==> config.mk <==
export PLATFORM = sky130hd
export DESIGN_NAME = crop_max_buffer
export DESIGN_NICKNAME = d
export VERILOG_FILES = /design/src/rtl/crop_max_buffer.sv
export SDC_FILE = /design/constraint.sdc
export NUM_CORES = 1
export LEC_CHECK = 0
export CAP_MARGIN = 15
export CORE_AREA = 2 2 393 317
export DETAILED_ROUTE_END_ITERATION = 8
export DIE_AREA = 0 0 395 319
export GPL_ROUTABILITY_DRIVEN = 0
export PLACE_DENSITY = 0.46
export SYNTH_ARGS = -nofsm -noshare
export SYNTH_HDL_FRONTEND = slang
export SYNTH_SLANG_ARGS = --single-unit
==> constraint.sdc <==
create_clock -name clk -period 4.18 [get_ports clk]
set_input_delay 0.836 -clock clk [delete_from_list [all_inputs] [get_ports clk]]
set_output_delay 0.836 -clock clk [all_outputs]
set_load 0.02 [all_outputs]
==> src/rtl/crop_max_buffer.sv <==
// Crop window capture buffer with running maximum, feeding the normalizer.
// Ports: ap_* control, crop_*_start window origin, s_axis in, m_axis out, norm_denominator.
module crop_max_buffer #(
  parameter int IN_ROWS  = 64,
  parameter int IN_COLS  = 64,
  parameter int OUT_ROWS = 10,
  parameter int OUT_COLS = 10
) (
  input  logic                       clk,
  input  logic                       s_axis_resetn,
  input  logic                       ap_start,
  output logic                       ap_ready,
  output logic                       ap_idle,
  output logic                       ap_done,
  input  logic [$clog2(IN_ROWS)-1:0] crop_row_start,
  input  logic [$clog2(IN_COLS)-1:0] crop_col_start,
  input  logic                       s_axis_tvalid,
  output logic                       s_axis_tready,
  input  logic [7:0]                 s_axis_tdata,
  output logic                       m_axis_tvalid,
  input  logic                       m_axis_tready,
  output logic [7:0]                 m_axis_tdata,
  output logic [7:0]                 norm_denominator
);

  localparam int RW     = $clog2(IN_ROWS);
  localparam int CW     = $clog2(IN_COLS);
  localparam int NPIX_I = OUT_ROWS * OUT_COLS;
  localparam int AW     = $clog2(NPIX_I);
  localparam int PW     = $clog2(NPIX_I + 1);

  localparam logic [RW-1:0] ROW_LAST = RW'(IN_ROWS - 1);
  localparam logic [CW-1:0] COL_LAST = CW'(IN_COLS - 1);
  localparam logic [RW-1:0] ROW_MAX  = RW'(IN_ROWS - OUT_ROWS);
  localparam logic [CW-1:0] COL_MAX  = CW'(IN_COLS - OUT_COLS);
  localparam logic [RW:0]   ROW_SPAN = (RW+1)'(OUT_ROWS);
  localparam logic [CW:0]   COL_SPAN = (CW+1)'(OUT_COLS);
  localparam logic [PW-1:0] NPIX     = PW'(NPIX_I);
  localparam logic [PW-1:0] PIX_LAST = PW'(NPIX_I - 1);

  localparam logic [1:0] S_IDLE    = 2'd0;
  localparam logic [1:0] S_CAPTURE = 2'd1;
  localparam logic [1:0] S_DONE    = 2'd2;
  localparam logic [1:0] S_DRAIN   = 2'd3;

  logic [1:0]    r_state;
  logic [RW-1:0] r_row;
  logic [RW-1:0] r_rs;
  logic [CW-1:0] r_col;
  logic [CW-1:0] r_cs;
  logic [7:0]    r_max;
  logic [7:0]    r_norm;
  logic [AW-1:0] r_wptr;
  logic [AW-1:0] r_rd_addr;
  logic [PW-1:0] r_rd_cnt;
  logic [PW-1:0] r_out_cnt;
  logic          r_rd_vld;
  logic [7:0]    r_rdata;
  logic [1:0]    r_cnt;
  logic [7:0]    r_q0;
  logic [7:0]    r_q1;
  logic [7:0]    r_mem [NPIX_I];

  logic [RW-1:0] w_rrel;
  logic [CW-1:0] w_crel;
  logic          w_in_hs;
  logic          w_in_win;
  logic          w_wr;
  logic          w_last_px;
  logic          w_pop;
  logic          w_push;
  logic [1:0]    w_occ;
  logic          w_issue;
  logic [RW-1:0] w_rs_clamp;
  logic [CW-1:0] w_cs_clamp;

  assign w_rrel    = r_row - r_rs;
  assign w_crel    = r_col - r_cs;
  assign w_in_hs   = (r_state == S_CAPTURE) && s_axis_tvalid;
  // The >= guards stop a wrapped offset from looking in-window.
  assign w_in_win  = (r_row >= r_rs) && ({1'b0, w_rrel} < ROW_SPAN) &&
                     (r_col >= r_cs) && ({1'b0, w_crel} < COL_SPAN);
  assign w_wr      = w_in_hs && w_in_win;
  assign w_last_px = (r_row == ROW_LAST) && (r_col == COL_LAST);

  assign w_rs_clamp = (crop_row_start > ROW_MAX) ? ROW_MAX : crop_row_start;
  assign w_cs_clamp = (crop_col_start > COL_MAX) ? COL_MAX : crop_col_start;

  assign w_pop  = (r_cnt != 2'd0) && m_axis_tready;
  assign w_push = r_rd_vld;
  // Reads in flight plus held entries never exceed the 2-entry skid.
  assign w_occ  = r_cnt + {1'b0, r_rd_vld};
  // Read-ahead starts in DONE so the first beat is out two cycles later.
  assign w_issue = ((r_state == S_DONE) || (r_state == S_DRAIN)) &&
                   (r_rd_cnt != NPIX) && ((w_occ != 2'd2) || w_pop);

  always_ff @(posedge clk) begin
    if (w_wr) r_mem[r_wptr] <= s_axis_tdata;
    if (w_issue) r_rdata <= r_mem[r_rd_addr];
  end

  always_ff @(posedge clk or negedge s_axis_resetn) begin
    if (!s_axis_resetn) begin
      r_state   <= S_IDLE;
      r_row     <= '0;
      r_col     <= '0;
      r_rs      <= '0;
      r_cs      <= '0;
      r_max     <= '0;
      r_norm    <= '0;
      r_wptr    <= '0;
      r_rd_addr <= '0;
      r_rd_cnt  <= '0;
      r_out_cnt <= '0;
      r_rd_vld  <= 1'b0;
      r_cnt     <= '0;
      r_q0      <= '0;
      r_q1      <= '0;
    end else begin
      case (r_state)
        S_IDLE: begin
          if (ap_start) begin
            r_rs      <= w_rs_clamp;
            r_cs      <= w_cs_clamp;
            r_row     <= '0;
            r_col     <= '0;
            r_max     <= '0;
            r_wptr    <= '0;
            r_rd_addr <= '0;
            r_rd_cnt  <= '0;
            r_out_cnt <= '0;
            r_state   <= S_CAPTURE;
          end
        end
        S_CAPTURE: begin
          if (w_in_hs) begin
            if (r_col == COL_LAST) begin
              r_col <= '0;
              r_row <= r_row + 1'b1;
            end else begin
              r_col <= r_col + 1'b1;
            end
            if (w_last_px) r_state <= S_DONE;
          end
          if (w_wr) begin
            r_wptr <= r_wptr + 1'b1;
            if (s_axis_tdata > r_max) r_max <= s_axis_tdata;
          end
        end
        S_DONE: begin
          r_norm  <= (r_max == 8'd0) ? 8'd1 : r_max;
          r_state <= S_DRAIN;
        end
        S_DRAIN: begin
          if (w_pop && (r_out_cnt == PIX_LAST)) r_state <= S_IDLE;
        end
        default: r_state <= S_IDLE;
      endcase

      r_rd_vld <= w_issue;
      if (w_issue) begin
        r_rd_addr <= r_rd_addr + 1'b1;
        r_rd_cnt  <= r_rd_cnt + 1'b1;
      end
      if (w_pop) r_out_cnt <= r_out_cnt + 1'b1;

      // Head entry r_q0 only changes on a pop or when empty.
      unique case ({w_push, w_pop})
        2'b10: begin
          if (r_cnt == 2'd0) r_q0 <= r_rdata;
          else r_q1 <= r_rdata;
          r_cnt <= r_cnt + 1'b1;
        end
        2'b01: begin
          r_q0  <= r_q1;
          r_cnt <= r_cnt - 1'b1;
        end
        2'b11: begin
          if (r_cnt == 2'd1) begin
            r_q0 <= r_rdata;
          end else begin
            r_q0 <= r_q1;
            r_q1 <= r_rdata;
          end
        end
        default: ;
      endcase
    end
  end

  assign ap_ready         = (r_state == S_IDLE);
  assign ap_idle          = (r_state == S_IDLE);
  assign ap_done          = (r_state == S_DONE);
  assign s_axis_tready    = (r_state == S_CAPTURE);
  assign m_axis_tvalid    = (r_cnt != 2'd0);
  assign m_axis_tdata     = r_q0;
  assign norm_denominator = r_norm;

endmodule

==> results of run 1 <==
[layout by cell type, fill, tap and decap left out, types with 6 or more instances in the layout]
cell,n
a21oi_1,30
a22oi_1,22
a31oi_1,6
and3_1,6
buf_12,14
buf_4,105
bufinv_16,12
clkbuf_1,15
clkbuf_16,92
clkdlybuf4s50_1,36
clkinv_1,18
clkinv_2,21
dfrtp_1,85
edfxtp_1,808
ha_1,37
inv_1,36
mux2_2,22
mux2i_1,52
mux4_2,224
nand2_1,109
nand3_1,22
nand4_1,11
nor2_1,99
nor2_2,25
nor2b_1,13
nor3_1,12
nor3b_1,6
o211ai_1,17
o21ai_0,74
o31ai_1,9
[registers in the layout, indices dropped and copies added (netlist names)]
signal / cells
r_rdata: 8
r_cnt: 2
r_cs: 6
r_out_cnt: 7
m_axis_tdata: 8
r_row: 6
r_col: 6
r_rs: 6
r_max: 8
r_state: 2
r_rd_vld: 1
r_wptr: 7
r_rd_addr: 7
norm_denominator: 8
r_rd_cnt: 7
r_mem: 800
r_q1: 8
[cell usage after synthesis (8+ instances only)]
cell type | n | share of area
edfxtp_1 | 808 | 0.67
mux4_2 | 224 | 0.14
nand2_1 | 109 | 0.011
nor2_1 | 99 | 0.010
dfrtp_1 | 89 | 0.061
o21ai_0 | 74 | 0.010
mux2i_1 | 52 | 0.014
ha_1 | 37 | 0.013
inv_1 | 36 | 0.0037
clkbuf_1 | 35 | 0.0036
a21oi_1 | 30 | 0.0041
nor2_2 | 25 | 0.0043
a22oi_1 | 22 | 0.0045
mux2_2 | 22 | 0.0068
nand3_1 | 22 | 0.0030
buf_1 | 17 | 0.0018
buf_4 | 17 | 0.0035
o211ai_1 | 17 | 0.0035
buf_2 | 14 | 0.0019
nor2b_1 | 13 | 0.0022
nor3_1 | 12 | 0.0017
nand4_1 | 11 | 0.0019
o31ai_1 | 9 | 0.0019
buf_6 | 8 | 0.0025
[kinds of logic (layout without fill, tap and decap cells)]
family / count (synthesis) / count (layout) / synth area share
compound gates: 196 / 196 / 0.0342
xor+xnor: 8 / 8 / 0.00193
fa+ha+maj: 39 / 39 / 0.0138
buf+inv: 131 / 362 / 0.0179
flops: 897 / 897 / 0.728
mux: 298 / 298 / 0.160
simple gates: 337 / 337 / 0.0442
[how the worst max path moves through the flow]
stage                               startpoint  cells past startpoint  slack, ps                      to
final                     r_row[0]$_DFFE_PN0P_                     12        430  r_mem[13][5]$_DFFE_PP_
after global routing      r_row[0]$_DFFE_PN0P_                     12        240  r_mem[13][5]$_DFFE_PP_
after detailed placement         s_axis_tvalid                      9        260  r_mem[13][6]$_DFFE_PP_
after global placement           s_axis_tvalid                      9        340  r_mem[11][4]$_DFFE_PP_
after CTS                 r_row[0]$_DFFE_PN0P_                     12        440  r_mem[13][5]$_DFFE_PP_
after floorplan           r_row[0]$_DFFE_PN0P_                     11        600  r_mem[98][0]$_DFFE_PP_
[final cells by class]
| type | instances | area [um2] |
|---|---|---|
| fill | 11300 | 79800 |
| sequential | 897 | 26500 |
| inverter | 39 | 146 |
| timing repair buffer | 155 | 1430 |
| clock inverter | 61 | 674 |
| tap | 1638 | 2050 |
| clock buffer | 107 | 2360 |
| multi-input combinational | 878 | 9240 |
[per-layer routing]
metal	track usage	up-vias	wire (um)
met1	0.239	10000	47600
met5	0	-	0
met4	0.0319	0	1710
met2	0.233	702	44500
li1	-	8039	-
met3	0.0443	115	7820
[through the flow]
stage	setup slack, ps	total power, mW	cell area [um2]
after global routing	239	19.9	42400
after detailed placement	264	11.1	39400
after global placement	336	11.0	39400
after CTS	443	19.4	42400
final	432	19.2	42400
after floorplan	601	10.6	36400
[where the power goes]
| part | internal [mW] | switching, mW | leakage [nW] |
|---|---|---|---|
| logic | 0.310 | 0.572 | 3.41 |
| clock network | 4.81 | 3.52 | 1.49 |
| registers | 9.87 | 0.0994 | 8.40 |
| total | 15.0 | 4.19 | 13.3 |
==> flow_metrics.env, run 1 <==
export IMPL_slew_limit_headroom=0.163
export IMPL_area_growth_syn_to_layout_pct=16.6
export IMPL_ios=46
export IMPL_die_area_mm2=0.126
export IMPL_routed_wirelength_mm=102
export IMPL_num_nets_final=2127
export IMPL_cts_root_buffer_cell="clkbuf_16"
export IMPL_critical_path_n_buffers_inverters=3
export IMPL_drive_above_1_share=0.255
export IMPL_cts_htree_levels=3
export IMPL_hold_viol_final=0
export IMPL_drv_slew=0
export IMPL_worstSetupPathType="flop to flop"
export IMPL_post_synth_num_cell_types=64
export IMPL_clkSlewWorstSetupHoldPaths_ps=60
export IMPL_timing_critical_path_cells="inv_1 -> ha_1 -> inv_1 -> fa_1 -> xor2_1 -> or3_1 -> o22ai_1 -> o211a_4 -> nand2_4 -> or3_2 -> buf_12 -> nor2_2"
export IMPL_syn_area_per_cell_um2=19.1
export IMPL_synthesis_nets=1970
export IMPL_max_cap_violations=0
export IMPL_grt_ovfl_total=0
export IMPL_rr_startpoint="r_row[0]$_DFFE_PN0P_"
export IMPL_startpoint_type="flop"
export IMPL_cts_sinks=897
export IMPL_r2r_end="r_mem[13][5]$_DFFE_PP_"
export IMPL_grt_first_pass_wirelength_mm=145
export IMPL_post_cts_repair_setup_buffers=0
export IMPL_timing_critical_path_arrival_ps=4070
export IMPL_antenna_found_initial=1
export IMPL_ys_seq_elements=897
export IMPL_synthFlopType="edfxtp_1"
export IMPL_synthesis_instances=1906
export IMPL_pin_count_of_the_biggest_net_entering_global_routing=102
export IMPL_cts_buffer_depth=3
export IMPL_cts_tree="yes"
export IMPL_worstPathMaxFanout=32
export IMPL_crit_top_cell="inv_1"
export IMPL_power_density_mw_per_mm2=452
export IMPL_fin_tns_setup_ps=0
export IMPL_yosysWarnings=0
export IMPL_layout_cells_non_filler=3775
export IMPL_post_route_drc_count=0
export IMPL_synth_async_sr_flop_share=0.0992
export IMPL_max_clock_skew_ps=31.3
export IMPL_dr_total_vias=18900
export IMPL_finalSetupViolations=0
export IMPL_dp_final_hpwl_mm=65.4
export IMPL_postRouteAntennaNets=0
export IMPL_chipWidth_um=395
export IMPL_port_buffer_count=45
export IMPL_cpPeakStageDelay_ps=450
export IMPL_initial_utilization=0.298
export IMPL_fin_util=0.347
export IMPL_r2r_worst_path_cells=12
export IMPL_finalCriticalPeriod_ps=3750
export IMPL_place_inst=3607
export IMPL_placeableCoreArea_mm2=0.122
export IMPL_die_height_um=319
export IMPL_dr_first_iter_drc_count=2079
export IMPL_ant_cells=0
export IMPL_worst_r2r_setup_slack_ps=430
export IMPL_vdd_drop_max_uv=311
export IMPL_groute_usage_overall=0.160
export IMPL_critical_path_slowest_cell="or3_2"
export IMPL_p_leak_nw=13.3
export IMPL_routed_via_count_divided_by_cell_count=5.00
export IMPL_yosysSeqAreaShare=0.728
export IMPL_worst_endpoint_required_ps=4500
export IMPL_status="finished clean"
export IMPL_worstSetupEndpointType="flop"
export IMPL_finalCritPeriodShare=0.897
export IMPL_max_slew_worst_pin_slew_ps=1250
export IMPL_cpLargestDelayFamily="simple AND/OR/NAND/NOR gates"
export IMPL_drt_wirelength_per_cell_um=26.9
export IMPL_grt_setup_unrepaired="false"
export IMPL_core_rowCount=115
export IMPL_ctsResizeCount=0
export IMPL_fin_worst_hold_slack_ps=285
export IMPL_path_type_of_the_worst_min_delay_path="input pin to asynchronous set/reset pin"
export IMPL_dr_pass1_iters=5
export IMPL_synth_edff_count=808
export IMPL_clock_latency_ps=700
export IMPL_cts_hold_fix_buffers=0
export IMPL_f_max_ghz=0.267
export IMPL_netlist_area_mm2=0.0364
export IMPL_cts_inserted_buffers=92
export IMPL_via_count_of_the_first_global_routing_pass=18900
Power figures use the tool's default switching activity.
==> run 2: changes to the inputs <==
--- a/config.mk
+++ b/config.mk
@@ -6,9 +6,9 @@
 export NUM_CORES = 1
 export LEC_CHECK = 0
 export CAP_MARGIN = 15
-export CORE_AREA = 2 2 393 317
+export CORE_AREA = 2 2 352 354
 export DETAILED_ROUTE_END_ITERATION = 8
-export DIE_AREA = 0 0 395 319
+export DIE_AREA = 0 0 354 356
 export GPL_ROUTABILITY_DRIVEN = 0
 export PLACE_DENSITY = 0.46
 export SYNTH_ARGS = -nofsm -noshare
==> flow_metrics.env, run 2 (synthesized netlist as in run 1, its figures left out) <==
export IMPL_worst_endpoint_required_ps=4510
export IMPL_cts_buffer_depth=3
export IMPL_worstSetupPathType="flop to flop"
export IMPL_dr_pass1_iters=6
export IMPL_fillers=11500
export IMPL_critical_path_slowest_cell="or3_2"
export IMPL_highest_count_cells_in_the_layout_ignoring_fill_and_taps="edfxtp_1 (808), mux4_2 (224), buf_4 (112)"
export IMPL_ios=46
export IMPL_cts_tree="yes"
export IMPL_timing_critical_path_cells="inv_1 -> ha_1 -> inv_1 -> fa_1 -> xor2_1 -> or3_1 -> o22ai_1 -> o211a_4 -> nand2_4 -> or3_2 -> buf_12 -> nor2_2"
export IMPL_fin_util=0.348
export IMPL_drv_slew=0
export IMPL_hold_viol_final=0
export IMPL_port_buffer_count=45
export IMPL_crit_top_cell="inv_1"
export IMPL_post_route_drc_count=0
export IMPL_max_clock_skew_ps=25.0
export IMPL_groute_usage_overall=0.158
export IMPL_slew_limit_headroom=0.308
export IMPL_core_rowCount=129
export IMPL_antenna_found_initial=4
export IMPL_fin_worst_hold_slack_ps=344
export IMPL_path_type_of_the_worst_min_delay_path="input pin to asynchronous set/reset pin"
export IMPL_area_used_by_multi_input_combinational_logic_mm2=0.00924
export IMPL_chipWidth_um=354
export IMPL_timing_critical_path_arrival_ps=3970
export IMPL_finalCritPeriodShare=0.873
export IMPL_drt_wirelength_per_cell_um=26.3
export IMPL_grt_first_pass_wirelength_mm=144
export IMPL_layout_cells_most_common="edfxtp_1"
export IMPL_finalSetupViolations=0
export IMPL_cts_root_buffer_cell="clkbuf_16"
export IMPL_post_cts_repair_setup_buffers=0
export IMPL_dpl_worst_slack_ps=372
export IMPL_dr_total_vias=18800
export IMPL_seqCellArea_mm2=0.0265
export IMPL_max_cap_violations=0
export IMPL_drive_above_1_share=0.267
export IMPL_postRouteAntennaNets=0
export IMPL_largest_register_ffs=800
export IMPL_place_inst=3613
export IMPL_f_max_ghz=0.274
export IMPL_fin_ws_ps=531
export IMPL_cts_sinks=897
export IMPL_largest_register="r_mem"
export IMPL_routed_wirelength_mm=99.9
export IMPL_dpl_cell_area_mm2=0.0394
export IMPL_initial_utilization=0.297
export IMPL_placeableCoreArea_mm2=0.123
export IMPL_power_density_mw_per_mm2=461
export IMPL_dp_final_hpwl_mm=64.6
export IMPL_startpoint_type="flop"
export IMPL_routed_via_count_divided_by_cell_count=4.94
export IMPL_cts_inserted_buffers=96
export IMPL_num_nets_final=2138
export IMPL_clkSlewWorstSetupHoldPaths_ps=60
export IMPL_status="finished clean"
export IMPL_max_slew_worst_pin_slew_ps=1040
export IMPL_fin_tns_setup_ps=0
export IMPL_cts_htree_levels=3
export IMPL_vdd_drop_max_uv=292
export IMPL_die_height_um=356
export IMPL_grt_setup_unrepaired="false"
export IMPL_worstSetupEndpointType="flop"
export IMPL_layout_cells_non_filler=3793
export IMPL_post_layout_total_power_mw=19.7
export IMPL_grt_ovfl_total=0
export IMPL_die_area_mm2=0.126
export IMPL_ctsResizeCount=0
export IMPL_via_count_of_the_first_global_routing_pass=19200
export IMPL_dr_first_iter_drc_count=1825
export IMPL_final_design_area_no_fill_mm2=0.0427
export IMPL_cts_hold_fix_buffers=0
export IMPL_cpPeakStageDelay_ps=460
export IMPL_finalCriticalPeriod_ps=3650
export IMPL_worstPathMaxFanout=32
export IMPL_p_leak_nw=13.4
export IMPL_pin_count_of_the_biggest_net_entering_global_routing=102
export IMPL_clock_latency_ps=680
export IMPL_area_growth_syn_to_layout_pct=17.4
-- run 2: path summary, 6_finish.rpt --
kind | depth (start not counted) | startpoint | slack (ps) | end
max reg2reg | 12 | r_row[0]$_DFFE_PN0P_ | 530 | r_mem[0][4]$_DFFE_PP_
max in group asynchronous | 2 | s_axis_resetn | 3030 | r_q1[6]$_DFFE_PN0P_
max | 12 | r_row[0]$_DFFE_PN0P_ | 530 | r_mem[0][4]$_DFFE_PP_
min | 1 | s_axis_resetn | 340 | r_rs[3]$_DFFE_PN0P_
min in group clk | 2 | m_axis_tdata[2]$_DFFE_PN0P_ | 480 | m_axis_tdata[2]$_DFFE_PN0P_
min reg2reg | 2 | m_axis_tdata[2]$_DFFE_PN0P_ | 480 | m_axis_tdata[2]$_DFFE_PN0P_
-- run 2: final cells by class --
cell class              count  area share
repair buffers            162      0.0347
well taps                1637      0.0479
diodes                      1   0.0000586
flip-flops and latches    897       0.620
clock inverters            71      0.0183
clock buffers             108      0.0590
multi-input cells         878       0.216
inverters                  39     0.00343
-- run 2: power by group --
group	leakage, nW	internal [mW]	switching, mW
Clock	1.59	5.18	3.69
Combinational	3.44	0.309	0.561
Sequential	8.40	9.87	0.0999
-- run 2: routing by layer --
| metal | global-route usage | vias up | part of all wire | wire length (um) |
|---|---|---|---|---|
| met5 | 0.00302 | - | 0 | 0 |
| met4 | 0.0439 | 0 | 0.026 | 2610 |
| met3 | 0.0279 | 136 | 0.057 | 5710 |
| met2 | 0.253 | 642 | 0.47 | 47100 |
| met1 | 0.223 | 9921 | 0.45 | 44600 |
| li1 | - | 8053 | - | - |
-- run 2: worst max-delay path: cells and delay by family (launching register included) --
family	cells	cell delay, ps
flip-flops	1	430
buffers and inverters	3	340
AO/OA/AOI/OAI	2	500
XOR/XNOR	1	170
AND/OR/NAND/NOR	4	1260
adder cells (fa/ha/maj)	2	560
==> run 3: changes to the inputs <==
--- a/config.mk
+++ b/config.mk
@@ -7,6 +7,7 @@
 export LEC_CHECK = 0
 export CAP_MARGIN = 15
 export CORE_AREA = 2 2 352 354
+export CTS_BUF_LIST = sky130_fd_sc_hd__clkbuf_8
 export DETAILED_ROUTE_END_ITERATION = 8
 export DIE_AREA = 0 0 354 356
 export GPL_ROUTABILITY_DRIVEN = 0
==> flow_metrics.env, run 3 (synthesized netlist as in run 1, its figures left out) <==
export IMPL_antenna_found_initial=8
export IMPL_status="finished clean"
export IMPL_die_height_um=356
export IMPL_f_max_ghz=0.274
export IMPL_fillers=11600
export IMPL_largest_register="r_mem"
export IMPL_fin_ws_ps=536
export IMPL_largest_register_ffs=800
export IMPL_grt_first_pass_wirelength_mm=145
export IMPL_timing_critical_path_cells="inv_1 -> ha_1 -> inv_1 -> fa_1 -> xor2_1 -> or3_1 -> o22ai_1 -> o211a_4 -> nand2_4 -> or3_2 -> buf_12 -> nor2_2"
export IMPL_pin_count_of_the_biggest_net_entering_global_routing=102
export IMPL_grt_ovfl_total=0
export IMPL_clkSlewWorstSetupHoldPaths_ps=60
export IMPL_cts_inserted_buffers=154
export IMPL_layout_cells_most_common="edfxtp_1"
export IMPL_ctsResizeCount=0
export IMPL_dr_pass1_iters=6
export IMPL_fin_tns_setup_ps=0
export IMPL_finalSetupViolations=0
export IMPL_drive_above_1_share=0.273
export IMPL_dr_total_vias=19100
export IMPL_worstPathMaxFanout=32
export IMPL_cts_tree="yes"
export IMPL_chipWidth_um=354
export IMPL_drt_wirelength_per_cell_um=26.0
export IMPL_routed_via_count_divided_by_cell_count=4.93
export IMPL_timing_critical_path_arrival_ps=4090
export IMPL_dpl_worst_slack_ps=372
export IMPL_startpoint_type="flop"
export IMPL_path_type_of_the_worst_min_delay_path="input pin to asynchronous set/reset pin"
export IMPL_cts_root_buffer_cell="clkbuf_8"
export IMPL_max_cap_violations=0
export IMPL_max_slew_worst_pin_slew_ps=1060
export IMPL_finalCriticalPeriod_ps=3640
export IMPL_cpPeakStageDelay_ps=450
export IMPL_routed_wirelength_mm=101
export IMPL_worstSetupEndpointType="flop"
export IMPL_clock_latency_ps=820
export IMPL_area_growth_syn_to_layout_pct=16.1
export IMPL_grt_setup_unrepaired="false"
export IMPL_ios=46
export IMPL_dp_final_hpwl_mm=64.6
export IMPL_post_cts_repair_setup_buffers=0
export IMPL_postRouteAntennaNets=0
export IMPL_groute_usage_overall=0.160
export IMPL_drv_slew=0
export IMPL_worst_endpoint_required_ps=4620
export IMPL_power_density_mw_per_mm2=432
export IMPL_core_rowCount=129
export IMPL_port_buffer_count=45
export IMPL_placeableCoreArea_mm2=0.123
export IMPL_dr_first_iter_drc_count=1792
export IMPL_slew_limit_headroom=0.292
export IMPL_cts_htree_levels=4
export IMPL_die_area_mm2=0.126
export IMPL_num_nets_final=2196
export IMPL_cts_hold_fix_buffers=0
export IMPL_cts_sinks=897
export IMPL_via_count_of_the_first_global_routing_pass=19700
export IMPL_highest_count_cells_in_the_layout_ignoring_fill_and_taps="edfxtp_1 (808), mux4_2 (224), clkbuf_8 (160)"
export IMPL_crit_top_cell="inv_1"
export IMPL_hold_viol_final=0
export IMPL_initial_utilization=0.297
export IMPL_vdd_drop_max_uv=353
export IMPL_critical_path_slowest_cell="or3_2"
export IMPL_cts_buffer_depth=3
export IMPL_p_leak_nw=13.4
export IMPL_max_clock_skew_ps=33.4
export IMPL_worstSetupPathType="flop to flop"
export IMPL_post_route_drc_count=0
export IMPL_finalCritPeriodShare=0.872
==> run 3: cell count changes in the layout (fill, tap and decap cells not counted), sizes merged <==
cell      delta
clkbuf      +52
inv         +28
clkinv      +26
bufinv       -9
clkinvlp     -7
diode        +1
==> run 3: worst max-delay path, delay by kind of cell (launching register included) <==
kind                     cells  cell delay [ps]
AO/OA/AOI/OAI                2              490
buffers and inverters        3              330
AND/OR/NAND/NOR              4             1260
adder cells (fa/ha/maj)      2              560
XOR/XNOR                     1              170
flip-flops                   1              420
==> run 3: area by class of cell <==
class	count	area, um2	share of cell area
diodes	2	5.00	0.000118
clock buffers	160	2200	0.0521
clock inverters	109	621	0.0147
inverters	39	146	0.00347
multi-input cells	878	9240	0.219
flip-flops and latches	897	26500	0.627
well taps	1637	2050	0.0485
repair buffers	162	1480	0.0351
==> run 3: per-layer routing <==
metal | global-route usage | part of all wire | up-vias
li1 | - | - | 8178
met5 | 0 | 0.00095 | -
met2 | 0.255 | 0.47 | 720
met3 | 0.0384 | 0.066 | 167
met1 | 0.216 | 0.43 | 10100
met4 | 0.0518 | 0.026 | 4
==> run 3: power breakdown <==
group	switching (mW)	internal (mW)	leakage (nW)
Combinational	0.560	0.309	3.44
Sequential	0.0994	9.87	8.40
Clock	3.61	3.81	1.56
Total	4.27	14.0	13.4
==> run 3: final timing paths <==
check	cells past startpoint	from	endpoint	slack (ps)
max	12	r_row[0]$_DFFE_PN0P_	r_mem[16][7]$_DFFE_PP_	540
max reg2reg	12	r_row[0]$_DFFE_PN0P_	r_mem[16][7]$_DFFE_PP_	540
min reg2reg	2	m_axis_tdata[0]$_DFFE_PN0P_	m_axis_tdata[0]$_DFFE_PN0P_	480
min in group clk	1	s_axis_tdata[0]	r_mem[80][0]$_DFFE_PP_	390
max in group asynchronous	2	s_axis_resetn	r_q1[2]$_DFFE_PN0P_	3180
min	1	s_axis_resetn	r_rs[3]$_DFFE_PN0P_	230
==> run 3: metrics by stage <==
stage	total power, mW	utilization	area [um2]	hold slack (ps)	cells
after global routing	19.0	0.344	42200	274	3884
after floorplan	10.6	-	36400	446	1906
final	18.3	0.344	42200	234	3884
after global placement	11.0	0.321	39400	464	3613
after detailed placement	11.0	0.321	39400	478	3613
after CTS	18.6	0.344	42200	189	3882
